File: config.mk
export PLATFORM = sky130hd
export DESIGN_NAME = fifo_fill_ctrl
export DESIGN_NICKNAME = d
export VERILOG_FILES = /design/src/rtl/fill_pkg.sv /design/src/rtl/word_serializer.sv /design/src/rtl/fifo_fill_ctrl.sv
export SDC_FILE = /design/constraint.sdc
export NUM_CORES = 1
export LEC_CHECK = 0
export ABC_AREA = 1
export ABC_CLOCK_PERIOD_IN_PS = 4370
export CELL_PAD_IN_SITES_DETAIL_PLACEMENT = 1
export CELL_PAD_IN_SITES_GLOBAL_PLACEMENT = 1
export CORE_MARGIN = 2
export CORE_UTILIZATION = 48
export DETAILED_ROUTE_END_ITERATION = 12
export DONT_BUFFER_PORTS = 1
export PLACE_DENSITY_LB_ADDON = 0.2
export SLEW_MARGIN = 40
export SYNTH_ARGS = -nofsm -noshare
export SYNTH_HDL_FRONTEND = slang
export SYNTH_HIERARCHICAL = 1
export SYNTH_SLANG_ARGS = --single-unit
export TNS_END_PERCENT = 20
File: constraint.sdc
create_clock -name clk -period 4.37 [get_ports clk]
set_clock_uncertainty 0.15 [all_clocks]
set_input_delay 0.6555 -clock clk [delete_from_list [all_inputs] [get_ports clk]]
set_output_delay 0.6555 -clock clk [all_outputs]
set_load 0.1 [all_outputs]
File: src/rtl/fill_pkg.sv
// fill_pkg: shared state encoding and sizing constants for the FIFO fill controller
package fill_pkg;
  typedef enum logic [2:0] {IDLE, REQ, WAIT_DATA, SHIFT, DONE} fill_state_t;
  localparam int NUM_ROWS = 9;
  localparam int BYTES_PER_WORD = 8;
  localparam int DATA_WIDTH = 8;
  localparam int WORD_WIDTH = DATA_WIDTH * BYTES_PER_WORD;
  localparam int ROW_B = 0;
  localparam int ROW_A_BASE = 1;
endpackage

File: src/rtl/word_serializer.sv
// word_serializer: splits a loaded word into MSB-first bytes, advancing only when the target FIFO accepts
module word_serializer
  import fill_pkg::*;
#(
  parameter int DATA_WIDTH = fill_pkg::DATA_WIDTH,
  parameter int BYTES_PER_WORD = fill_pkg::BYTES_PER_WORD
) (
  input  logic                               clk,
  input  logic                               rst,
  input  logic                               load,
  input  logic [DATA_WIDTH*BYTES_PER_WORD-1:0] word,
  input  logic                               en,
  input  logic                               full,
  output logic [DATA_WIDTH-1:0]              data,
  output logic                               wr,
  output logic                               last_byte
);
  localparam int CW = $clog2(BYTES_PER_WORD);
  logic [DATA_WIDTH*BYTES_PER_WORD-1:0] sr;
  logic [CW-1:0] cnt;
  assign data = sr[DATA_WIDTH*BYTES_PER_WORD-1 -: DATA_WIDTH];
  assign wr = en & ~full;
  assign last_byte = wr & (cnt == CW'(BYTES_PER_WORD - 1));
  always_ff @(posedge clk) begin
    if (rst) begin
      sr <= '0;
      cnt <= '0;
    end else if (load) begin
      sr <= word;
      cnt <= '0;
    end else if (wr) begin
      sr <= sr << DATA_WIDTH;
      cnt <= cnt + CW'(1);
    end
  end
endmodule

File: src/rtl/fifo_fill_ctrl.sv
// fifo_fill_ctrl: fetches NUM_ROWS words over Avalon-MM and streams their bytes into per-row FIFOs
module fifo_fill_ctrl #(
  parameter int DATA_WIDTH = fill_pkg::DATA_WIDTH,
  parameter int BYTES_PER_WORD = fill_pkg::BYTES_PER_WORD,
  parameter int NUM_ROWS = fill_pkg::NUM_ROWS,
  parameter int ADDR_WIDTH = 32
) (
  input  logic                                 clk,
  input  logic                                 rst,
  input  logic                                 start,
  input  logic [ADDR_WIDTH-1:0]                base_addr,
  output logic                                 busy,
  output logic                                 done,
  output logic                                 err,
  output logic [ADDR_WIDTH-1:0]                address,
  output logic                                 read,
  input  logic [DATA_WIDTH*BYTES_PER_WORD-1:0] readdata,
  input  logic                                 readdatavalid,
  input  logic                                 waitrequest,
  output logic [DATA_WIDTH-1:0]                fifo_data,
  output logic [NUM_ROWS-1:0]                  fifo_wrreq,
  input  logic [NUM_ROWS-1:0]                  fifo_wrfull
);
  import fill_pkg::*;
  localparam int RW = $clog2(NUM_ROWS);
  fill_state_t state, state_n;
  logic [RW-1:0] row;
  logic [ADDR_WIDTH-1:0] base;
  logic wr, last_byte, last_row;
  assign last_row = row == RW'(NUM_ROWS - 1);
  assign fifo_wrreq = wr ? (NUM_ROWS'(1) << row) : '0;
  word_serializer #(.DATA_WIDTH(DATA_WIDTH), .BYTES_PER_WORD(BYTES_PER_WORD)) u_ser (
    .clk(clk),
    .rst(rst),
    .load(state == WAIT_DATA && readdatavalid),
    .word(readdata),
    .en(state == SHIFT),
    .full(fifo_wrfull[row]),
    .data(fifo_data),
    .wr(wr),
    .last_byte(last_byte)
  );
  always_comb begin
    state_n = state;
    case (state)
      IDLE:      state_n = start ? REQ : IDLE;
      REQ:       state_n = waitrequest ? REQ : WAIT_DATA;
      WAIT_DATA: state_n = readdatavalid ? SHIFT : WAIT_DATA;
      SHIFT:     state_n = last_byte ? (last_row ? DONE : REQ) : SHIFT;
      default:   state_n = IDLE;
    endcase
  end
  always_ff @(posedge clk) begin
    if (rst) begin
      state <= IDLE;
      row <= '0;
      base <= '0;
      address <= '0;
      read <= 1'b0;
      busy <= 1'b0;
      done <= 1'b0;
      err <= 1'b0;
    end else begin
      state <= state_n;
      if (readdatavalid && state != WAIT_DATA) err <= 1'b1;
      case (state)
        IDLE: if (start) begin
          base <= base_addr;
          address <= base_addr;
          row <= RW'(ROW_B);
          read <= 1'b1;
          busy <= 1'b1;
          done <= 1'b0;
          err <= 1'b0;
        end
        REQ: if (!waitrequest) read <= 1'b0;
        SHIFT: if (last_byte) begin
          if (last_row) begin
            busy <= 1'b0;
            done <= 1'b1;
          end else begin
            row <= row + RW'(1);
            address <= base + ADDR_WIDTH'(row) + ADDR_WIDTH'(1);
            read <= 1'b1;
          end
        end
        default: ;
      endcase
    end
  end
endmodule

==> metrics.txt, run 1 <==
status finished, final reports clean; DR vias/cell roughly 5.5; PD cells roughly 470 mW/mm2; H-tree levels 4; CTS buffer count 17; GRT Util Overall 0.2771; Seq cells post-synth about 140; post-place instance area a little under 0.008 mm2; CTS Root Cell clkbuf_16; Layout area overhead 11.06%; Die W about 130 um; final-report max-slew violation count 0; CP max FO 24; fillcell total between 2000 and 2500; fin area approximately 0.0083 mm2; Tightest Hold Check Type in -> reg; drt pass-1 iters 6; Non-Filler Instances roughly 1300; Initial DRC Count 345; crit share post-route 0.7603; Worst-Skew Late Latency 0.42 ns; n_diodes 0; die height around 130 um; Synth area leaders dfxtp_1, nand2_1, a21oi_1, nand3_1, nor2_1; global-route wire length before repair approximately 37 mm; post-layout total power 3925 uW; worst-case reg-to-reg path depth 12; I/O Buffers 0; Crit Reg-Reg Endpoint address[13]$_SDFFE_PP0P_; nets@finish roughly 1200; syn_nets between 1000 and 1500; # setup viols final 0; clock power share 0.414; routed length per instance roughly 17 um; area leader, netlist dfxtp_1; min Tclk post-route 3.322 ns; CTS max path bufs 2; FF-to-FF Start state[1]$_SDFF_PP0_; startpoint types register; VDD IR-drop max roughly 0.00029 V; sequential area share after synthesis 0.3784; footprint of the multi-input gates just over 0.004 mm2; post_cts resized 0; FF/Latch Area a little under 0.003 mm2; CORE AREA approximately 0.015 mm2; Sequential Power Share 0.481; Max Cap Violations 0; Rows 45; Hold Path End u_ser/sr[56]$_SDFFE_PP0P_; relative slew slack 0.5139; Net Sw Frac 0.3463; Logic pwr share 0.105; RSZ-0062 raised after global routing no; Clock transition at path regs approximately 0.06 ns; max frequency 0.3010 GHz; Avg Cell Area, Syn 6.522 um2; crit end category output port; Syn. warnings 6; antenna-violating nets left 0; total wire length between 20 and 25 mm; Required @ worst endpoint approximately 3.6 ns; grt ovf 0; initial antenna violation count 0; crit path kind reg -> out; top cell type's share of synthesized area 0.3784; LEAKAGE 0.003235 uW; post-CTS setup repair buffer count 0; Initial Util 0.4924; largest net degree at the start of global routing 88; Distinct cells, synth 32; switching power total ~1400 uW; Arrival @ worst endpoint approximately 2.5 ns; gpl congestion 0.8254; Worst Hold Launch rst; layout cell share with drive strength beyond 1 0.1243; internal power ~2600 uW; WL met2 11.05 mm; drt drc 0; via count roughly 7300; DIE AREA around 0.017 mm2; vias in the first global route 7354; post-synthesis cell count around 1200; hold_buf cts 0; final hold vios 0; Netlist Area Pre-Place approximately 0.0075 mm2; HPWL Detailed between 15 and 20 mm; Worst-Margin Slew approximately 0.73 ns; CTS sink count 142; DR top layer met4; wl on met1 approximately 10 mm; R2R setup slack between 1 and 1.5 ns; hold depth 1; DP Cell Count 1305; # IOs 163; routed length on met3 ~1.5 mm; CTS tree done
-- cell type report --
cell class,count,share of cell area
clock buffer,20,0.05353
clock inverter,12,0.02489
inverter,62,0.02864
multi-input combinational,873,0.4858
sequential,142,0.3473
tap,211,0.03164
timing repair buffer,17,0.02819
-- per-layer routing --
layer  vias up  GRT usage
li1       3638          -
met3        22    0.07845
met4         0    0.07673
met1      3487     0.3464
met2       193     0.4687
met5         -          0
-- cell usage after synthesis, drive strengths merged --
library cell,n
a211oi,1
a21oi,139
a31oi,4
and2,1
buf,50
clkbuf,25
dfxtp,142
fa,1
ha,12
inv,62
nand2,387
nand3,103
nand3b,2
nand4,5
nor2,127
nor3,12
o21ai,62
o22ai,2
or2,3
xnor2,1
xor2,11
-- stage by stage --
step / setup WS [ns] / hold slack, ns / util / setup TNS, ns
after CTS: 1.006 / 0.1329 / 0.5469 / 0
after floorplan: -0.1039 / 0.2831 / - / -0.4157
after global placement: 1.280 / 0.2994 / 0.5000 / 0
final: 1.048 / 0.1412 / 0.5469 / 0
after global routing: 0.7665 / 0.1170 / 0.5469 / 0
after detailed placement: 1.256 / 0.3081 / 0.5040 / 0
-- flip-flops by register name, summed over array words and instances (netlist names) --
name	flops
u_ser/cnt	3
row	4
address	32
base	32
read	1
busy	1
done	1
err	1
u_ser/sr	64
state	3
-- worst max-delay path: stages (launching register included) --
cell and delay [ns]:
dfxtp_1 0.44, nand3_4 0.37, inv_2 0.34, nand2_2 0.10
inv_1 0.17, inv_1 0.17, nor3_2 0.25, clkbuf_16 0.24
-- placed cells by master (no fill, tap or decap), drive strengths merged, types with 11 or more instances in the layout --
master,count
inv,64
nand3,103
xor2,11
clkbuf,24
nand2,387
a21oi,139
dfxtp,142
o21ai,62
buf,13
nor2,127
ha,12
nor3,12
-- power by group through the flow --
stage	registers [uW]	clock network [uW]	logic, uW
after floorplan	1860	0	361
after global placement	1900	0	386
after detailed placement	1910	0	406
after CTS	1890	1650	413
after global routing	1900	1700	472
final	1890	1630	412
-- kinds of logic (layout without fill, tap and decap cells) --
logic type / Yosys count / after routing / synth area share
xor+xnor: 12 / 12 / 0.01399
flops: 142 / 142 / 0.3784
compound gates: 208 / 208 / 0.1475
buf+inv: 137 / 111 / 0.08776
simple gates: 640 / 640 / 0.3497
fa+ha+maj: 13 / 13 / 0.02265
-- worst max path at each step --
stage | start | endpoint | slack (ns) | cells past startpoint
floorplan | state[1]$_SDFF_PP0_ | fifo_wrreq[1] | -0.10 | 9
detailed placement | row[1]$_SDFFE_PP0P_ | address[24]$_SDFFE_PP0P_ | 1.26 | 16
CTS | state[1]$_SDFF_PP0_ | fifo_wrreq[2] | 1.01 | 7
finish | state[1]$_SDFF_PP0_ | fifo_wrreq[2] | 1.05 | 7
global placement | row[1]$_SDFFE_PP0P_ | address[11]$_SDFFE_PP0P_ | 1.28 | 15
global route | row[1]$_SDFFE_PP0P_ | fifo_wrreq[5] | 0.77 | 11
(Power assumes the default switching activity.)
==> inputs of run 2 (changes only) <==
--- a/config.mk
+++ b/config.mk
@@ -6,11 +6,11 @@
 export NUM_CORES = 1
 export LEC_CHECK = 0
 export ABC_AREA = 1
-export ABC_CLOCK_PERIOD_IN_PS = 4370
+export ABC_CLOCK_PERIOD_IN_PS = 2850
 export CELL_PAD_IN_SITES_DETAIL_PLACEMENT = 1
 export CELL_PAD_IN_SITES_GLOBAL_PLACEMENT = 1
 export CORE_MARGIN = 2
-export CORE_UTILIZATION = 48
+export CORE_UTILIZATION = 40
 export DETAILED_ROUTE_END_ITERATION = 12
 export DONT_BUFFER_PORTS = 1
 export PLACE_DENSITY_LB_ADDON = 0.2
==> constraint.sdc (replaced) <==
create_clock -name clk -period 2.85 [get_ports clk]
set_clock_uncertainty 0.15 [all_clocks]
set_input_delay 0.4275 -clock clk [delete_from_list [all_inputs] [get_ports clk]]
set_output_delay 0.4275 -clock clk [all_outputs]
set_load 0.1 [all_outputs]
==> metrics.txt, run 2 (synthesis results as in run 1) <==
status finished, final reports clean; CTS tree done; DP Worst Slack approximately 0.38 ns; layout cell share with drive strength beyond 1 0.1371; worst-case reg-to-reg path depth 17; Tightest Hold Check Type in -> reg; final-report max-slew violation count 0; R2R setup slack 0.32 ns; final hold vios 0; HPWL Detailed 15.80 mm; Required @ worst endpoint ~2.3 ns; fin area approximately 0.0087 mm2; Worst Hold Launch readdata[2]; CTS max path bufs 2; CTS buffer count 17; hold depth 2; DR vias/cell ~5.2; leading registers by flop count u_ser/sr (64), address (32), base (32); initial antenna violation count 0; gpl congestion roughly 0.85; vias in the first global route around 7500; Rows 50; DIE AREA between 0.015 and 0.02 mm2; nets@finish approximately 1300; via count 7351; CP max FO 7; Top reg by flops u_ser/sr; most frequent cells in the layout nand2_1, a21oi_1, nor2_1, dfxtp_1, nand3_1; setup_tns 0 ns; Layout area overhead 16.25%; Worst-Margin Slew between 0.7 and 0.8 ns; RSZ-0062 raised after global routing no; die height 141.1 um; LEAKAGE 0.003432 uW; commonest non-fill, non-tap cell in the layout nand2_1; n_diodes 0; drt drc 0; I/O Buffers 0; total wire length between 20 and 25 mm; CP startpoint row[1]$_SDFFE_PP0P_; Crit Reg-Reg Endpoint address[22]$_SDFFE_PP0P_; largest net degree at the start of global routing 86; # setup viols final 0; CTS sink count 142; startpoint types register; max reg flops 64; VDD IR-drop max between 0.0004 and 0.0005 V; drt pass-1 iters 4; routed length per instance around 17 um; hold_ws approximately 0.010 ns; Critical Path Slowest Stage Cell dfxtp_2; relative slew slack 0.5051; Setup WS post-layout around 0.16 ns; CORE AREA 0.01858 mm2; PD cells between 600 and 700 mW/mm2; crit share post-route 0.9422; CP peak stage delay 0.38 ns; Clock transition at path regs roughly 0.06 ns; antenna-violating nets left 0; Initial DRC Count 373; max frequency roughly 0.37 GHz; Hold Path End u_ser/sr[2]$_SDFFE_PP0P_; crit path kind reg -> out; Max Cap Violations 0; Die W 141.1 um; FF-to-FF Start row[0]$_SDFFE_PP0P_; GRT Util Overall 0.2393; global-route wire length before repair around 38 mm; H-tree levels 4; CTS Root Cell clkbuf_16; Worst-Skew Late Latency between 0.4 and 0.5 ns; grt ovf 0; Initial Util 0.4044; min Tclk post-route roughly 2.7 ns; worst-path cell chain inv_2 -> nor2_1 -> o22ai_1 -> nand2_1 -> nand3_1 -> inv_1 -> nand2_2 -> inv_4 -> clkinvlp_4 -> buf_4 -> nor3_4 -> buf_12; # IOs roughly 160; Arrival @ worst endpoint between 2 and 2.5 ns; post-place instance area slightly below 0.008 mm2; crit end category output port
## run 2: area by class of cell
| cell class | count | area, um2 |
|---|---|---|
| fill | 2430 | 9846 |
| multi-input combinational | 873 | 4088 |
| sequential | 142 | 2888 |
| timing repair buffer | 58 | 680.7 |
| clock buffer | 20 | 456.7 |
| tap | 234 | 292.8 |
| inverter | 62 | 242.7 |
| clock inverter | 12 | 86.33 |
## run 2: how the worst max path moves through the flow
stage | endpoint | cells after the start
floorplan | fifo_wrreq[1] | 9
global placement | u_ser/sr[50]$_SDFFE_PP0P_ | 11
detailed placement | fifo_wrreq[5] | 12
CTS | fifo_wrreq[5] | 13
global route | fifo_wrreq[1] | 12
finish | fifo_wrreq[2] | 12
## run 2: per-stage QoR
step / util / std cells / power [uW]
6_report: 0.4701 / 1401 / 5723
4_1_cts: 0.4686 / 1399 / 5778
5_1_grt: 0.4701 / 1401 / 5978
2_1_floorplan: - / 1152 / 3414
3_5_place_dp: 0.4275 / 1347 / 3630
3_3_place_gp: 0.4251 / 1347 / 3587
## run 2: critical path, delay by kind of cell, from the launching register on
family	cells	cell delay, ns
buffers and inverters	6	0.70
and+or+nand+nor	5	0.48
AOI/OAI and AO/OA	1	0.12
DFF	1	0.38
## run 2: repair_timing
action	in CTS	in global routing
setup endpoints to repair	4	5
hold buffers	18	0
buffers inserted	2	2
pin swaps	0	5
resized for setup	3	8
hold endpoints to repair	103	0
## run 2: power by group
group | switching (uW) | internal [uW]
Combinational | 647 | 267
Clock | 929 | 1160
Sequential | 569 | 2150
Total | 2150 | 3580
## run 2: layer usage
metal / global-route usage / routed length (um) / part of all wire / vias up
met3: 0.05707 / 1074 / 0.046 / 32
met4: 0.07316 / 453 / 0.019 / 0
li1: - / - / - / 3719
met5: 0 / 0 / 0 / -
met1: 0.3194 / 11140 / 0.48 / 3456
met2: 0.3849 / 10580 / 0.46 / 144
==> inputs of run 3 (changes only) <==
--- a/config.mk
+++ b/config.mk
@@ -7,10 +7,8 @@
 export LEC_CHECK = 0
 export ABC_AREA = 1
 export ABC_CLOCK_PERIOD_IN_PS = 2850
-export CELL_PAD_IN_SITES_DETAIL_PLACEMENT = 1
-export CELL_PAD_IN_SITES_GLOBAL_PLACEMENT = 1
 export CORE_MARGIN = 2
-export CORE_UTILIZATION = 40
+export CORE_UTILIZATION = 58
 export DETAILED_ROUTE_END_ITERATION = 12
 export DONT_BUFFER_PORTS = 1
 export PLACE_DENSITY_LB_ADDON = 0.2
==> metrics.txt, run 3 (synthesis results as in run 1) <==
FF/Latch Area around 0.0029 mm2; Net Sw Frac 0.3538; global-route wire length before repair approximately 32 mm; total wire length roughly 19 mm; status finished, final reports clean; final-report max-slew violation count 0; HPWL Detailed 12.93 mm; routed length per instance between 10 and 15 um; Initial DRC Count 591; via count a little over 7000; # IOs around 160; Logic pwr share 0.155; WP buf/inv 6; Initial Util 0.5954; crit share post-route 0.9563; CTS buffer count 17; fillcell total 1160; H-tree levels 4; nets@finish ~1300; DR vias/cell around 5.5; # setup viols final 0; min Tclk post-route approximately 2.7 ns; setup_tns 0 ns; CORE AREA 0.01262 mm2; Layout area overhead 13.11%; die height about 120 um; relative slew slack 0.5243; Clock transition at path regs around 0.050 ns; grt ovf 0; worst-path cell chain inv_2 -> o21ai_1 -> o22ai_1 -> nand2_1 -> nand3_1 -> inv_1 -> nand2_2 -> inv_4 -> clkinvlp_4 -> buf_12 -> nor3_4 -> buf_12; DP Worst Slack ~0.26 ns; hold_ws roughly 0.0064 ns; Required @ worst endpoint approximately 2.3 ns; leading registers by flop count u_ser/sr (64), address (32), base (32); vias in the first global route around 6600; I/O Buffers 0; commonest non-fill, non-tap cell in the layout nand2_1; initial antenna violation count 0; Max Cap Violations 0; Setup WS post-layout ~0.12 ns; VDD IR-drop max around 0.00054 V; CTS tree done; drt pass-1 iters 5; DP Cell Count around 1300; most frequent cells in the layout nand2_1, a21oi_1, nor2_1, dfxtp_1, nand3_1; Non-Filler Instances 1325; LEAKAGE 0.003357 uW; Most common cell on crit path buf_12; PD cells 658.7 mW/mm2; CP peak stage delay approximately 0.38 ns; footprint of the multi-input gates slightly above 0.004 mm2; antenna-violating nets left 0; CTS sink count 142; startpoint types register; Worst-Skew Late Latency between 0.4 and 0.5 ns; CTS Root Cell clkbuf_16; gpl congestion between 0.9 and 1; switching power total 1981 uW; Top reg by flops u_ser/sr; largest net degree at the start of global routing 121; final hold vios 0; Worst-Margin Slew 0.7136 ns; CP max FO 8; Top delay family on crit path buffers and inverters; Die W about 120 um; layout cell share with drive strength beyond 1 0.1266; n_diodes 0; Tightest Hold Check Type in -> reg; internal power about 3600 uW; Rows between 40 and 50; clock power share 0.360; max reg flops 64; DIE AREA between 0.01 and 0.015 mm2; CTS max path bufs 2; drt drc 0; Sequential Power Share 0.485; post-layout total power 5598 uW; crit end category output port; max frequency between 0.3 and 0.4 GHz; Critical Path Slowest Stage Cell dfxtp_4; GRT Util Overall 0.2796; Arrival @ worst endpoint roughly 2.2 ns; crit path kind reg -> out
## run 3: worst register-to-register path, cell delays in order (launching register included)
cell	delay, ns
dfxtp_1	0.35
nor3_2	0.29
inv_2	0.07
nor2_1	0.09
buf_4	0.22
clkinv_2	0.58
o21ai_0	0.47
a21oi_1	0.07
## run 3: per-stage QoR
| stage | util | instance area, um2 |
|---|---|---|
| CTS | 0.6712 | 8471 |
| finish | 0.6734 | 8498 |
| floorplan | - | 7576 |
| global placement | 0.6138 | 7746 |
| global route | 0.6734 | 8498 |
| detailed placement | 0.6173 | 7790 |
## run 3: layer usage
layer	up-vias	wire length (um)	GRT usage
met1	3282	8665	0.3771
met2	262	8763	0.4230
li1	3686	-	-
met5	-	0	0
met3	30	1619	0.07219
met4	0	418	0.1220
## run 3: area by class of cell
type                    instances  share of cell area
inverters                      62             0.02842
multi-input cells             873              0.4806
clock buffers                  25             0.05477
clock inverters                 6            0.007362
well taps                     172             0.02532
repair buffers                 45             0.06331
flip-flops and latches        142              0.3403
## run 3: worst paths after layout
check / from / end / slack, ns / cells after the start
setup / recovery: row[0]$_SDFFE_PP0P_ / fifo_wrreq[6] / 0.12 / 12
hold reg to reg: u_ser/cnt[0]$_SDFFE_PP0P_ / u_ser/cnt[0]$_SDFFE_PP0P_ / 0.32 / 2
setup reg to reg: state[0]$_SDFF_PP0_ / base[4]$_SDFFE_PP0P_ / 0.42 / 7
hold / removal: base_addr[9] / base[9]$_SDFFE_PP0P_ / 0.006 / 2
## run 3: power by group through the flow
stage	Combinational [uW]	Sequential [uW]	Clock [uW]
floorplan	555	2860	0
global placement	804	2740	0
detailed placement	820	2760	0
CTS	861	2710	2050
global route	958	2730	2130
finish	865	2720	2020
## run 3: what timing repair did
action                                  in CTS  in global routing
endpoints found under the setup margin       5                  5
buffers inserted                             0                  1
gates cloned                                 0                  0
hold endpoints to repair                    93                  0
hold buffers                                13                  0
pin swaps                                    4                  1
resized for setup                            4                  5
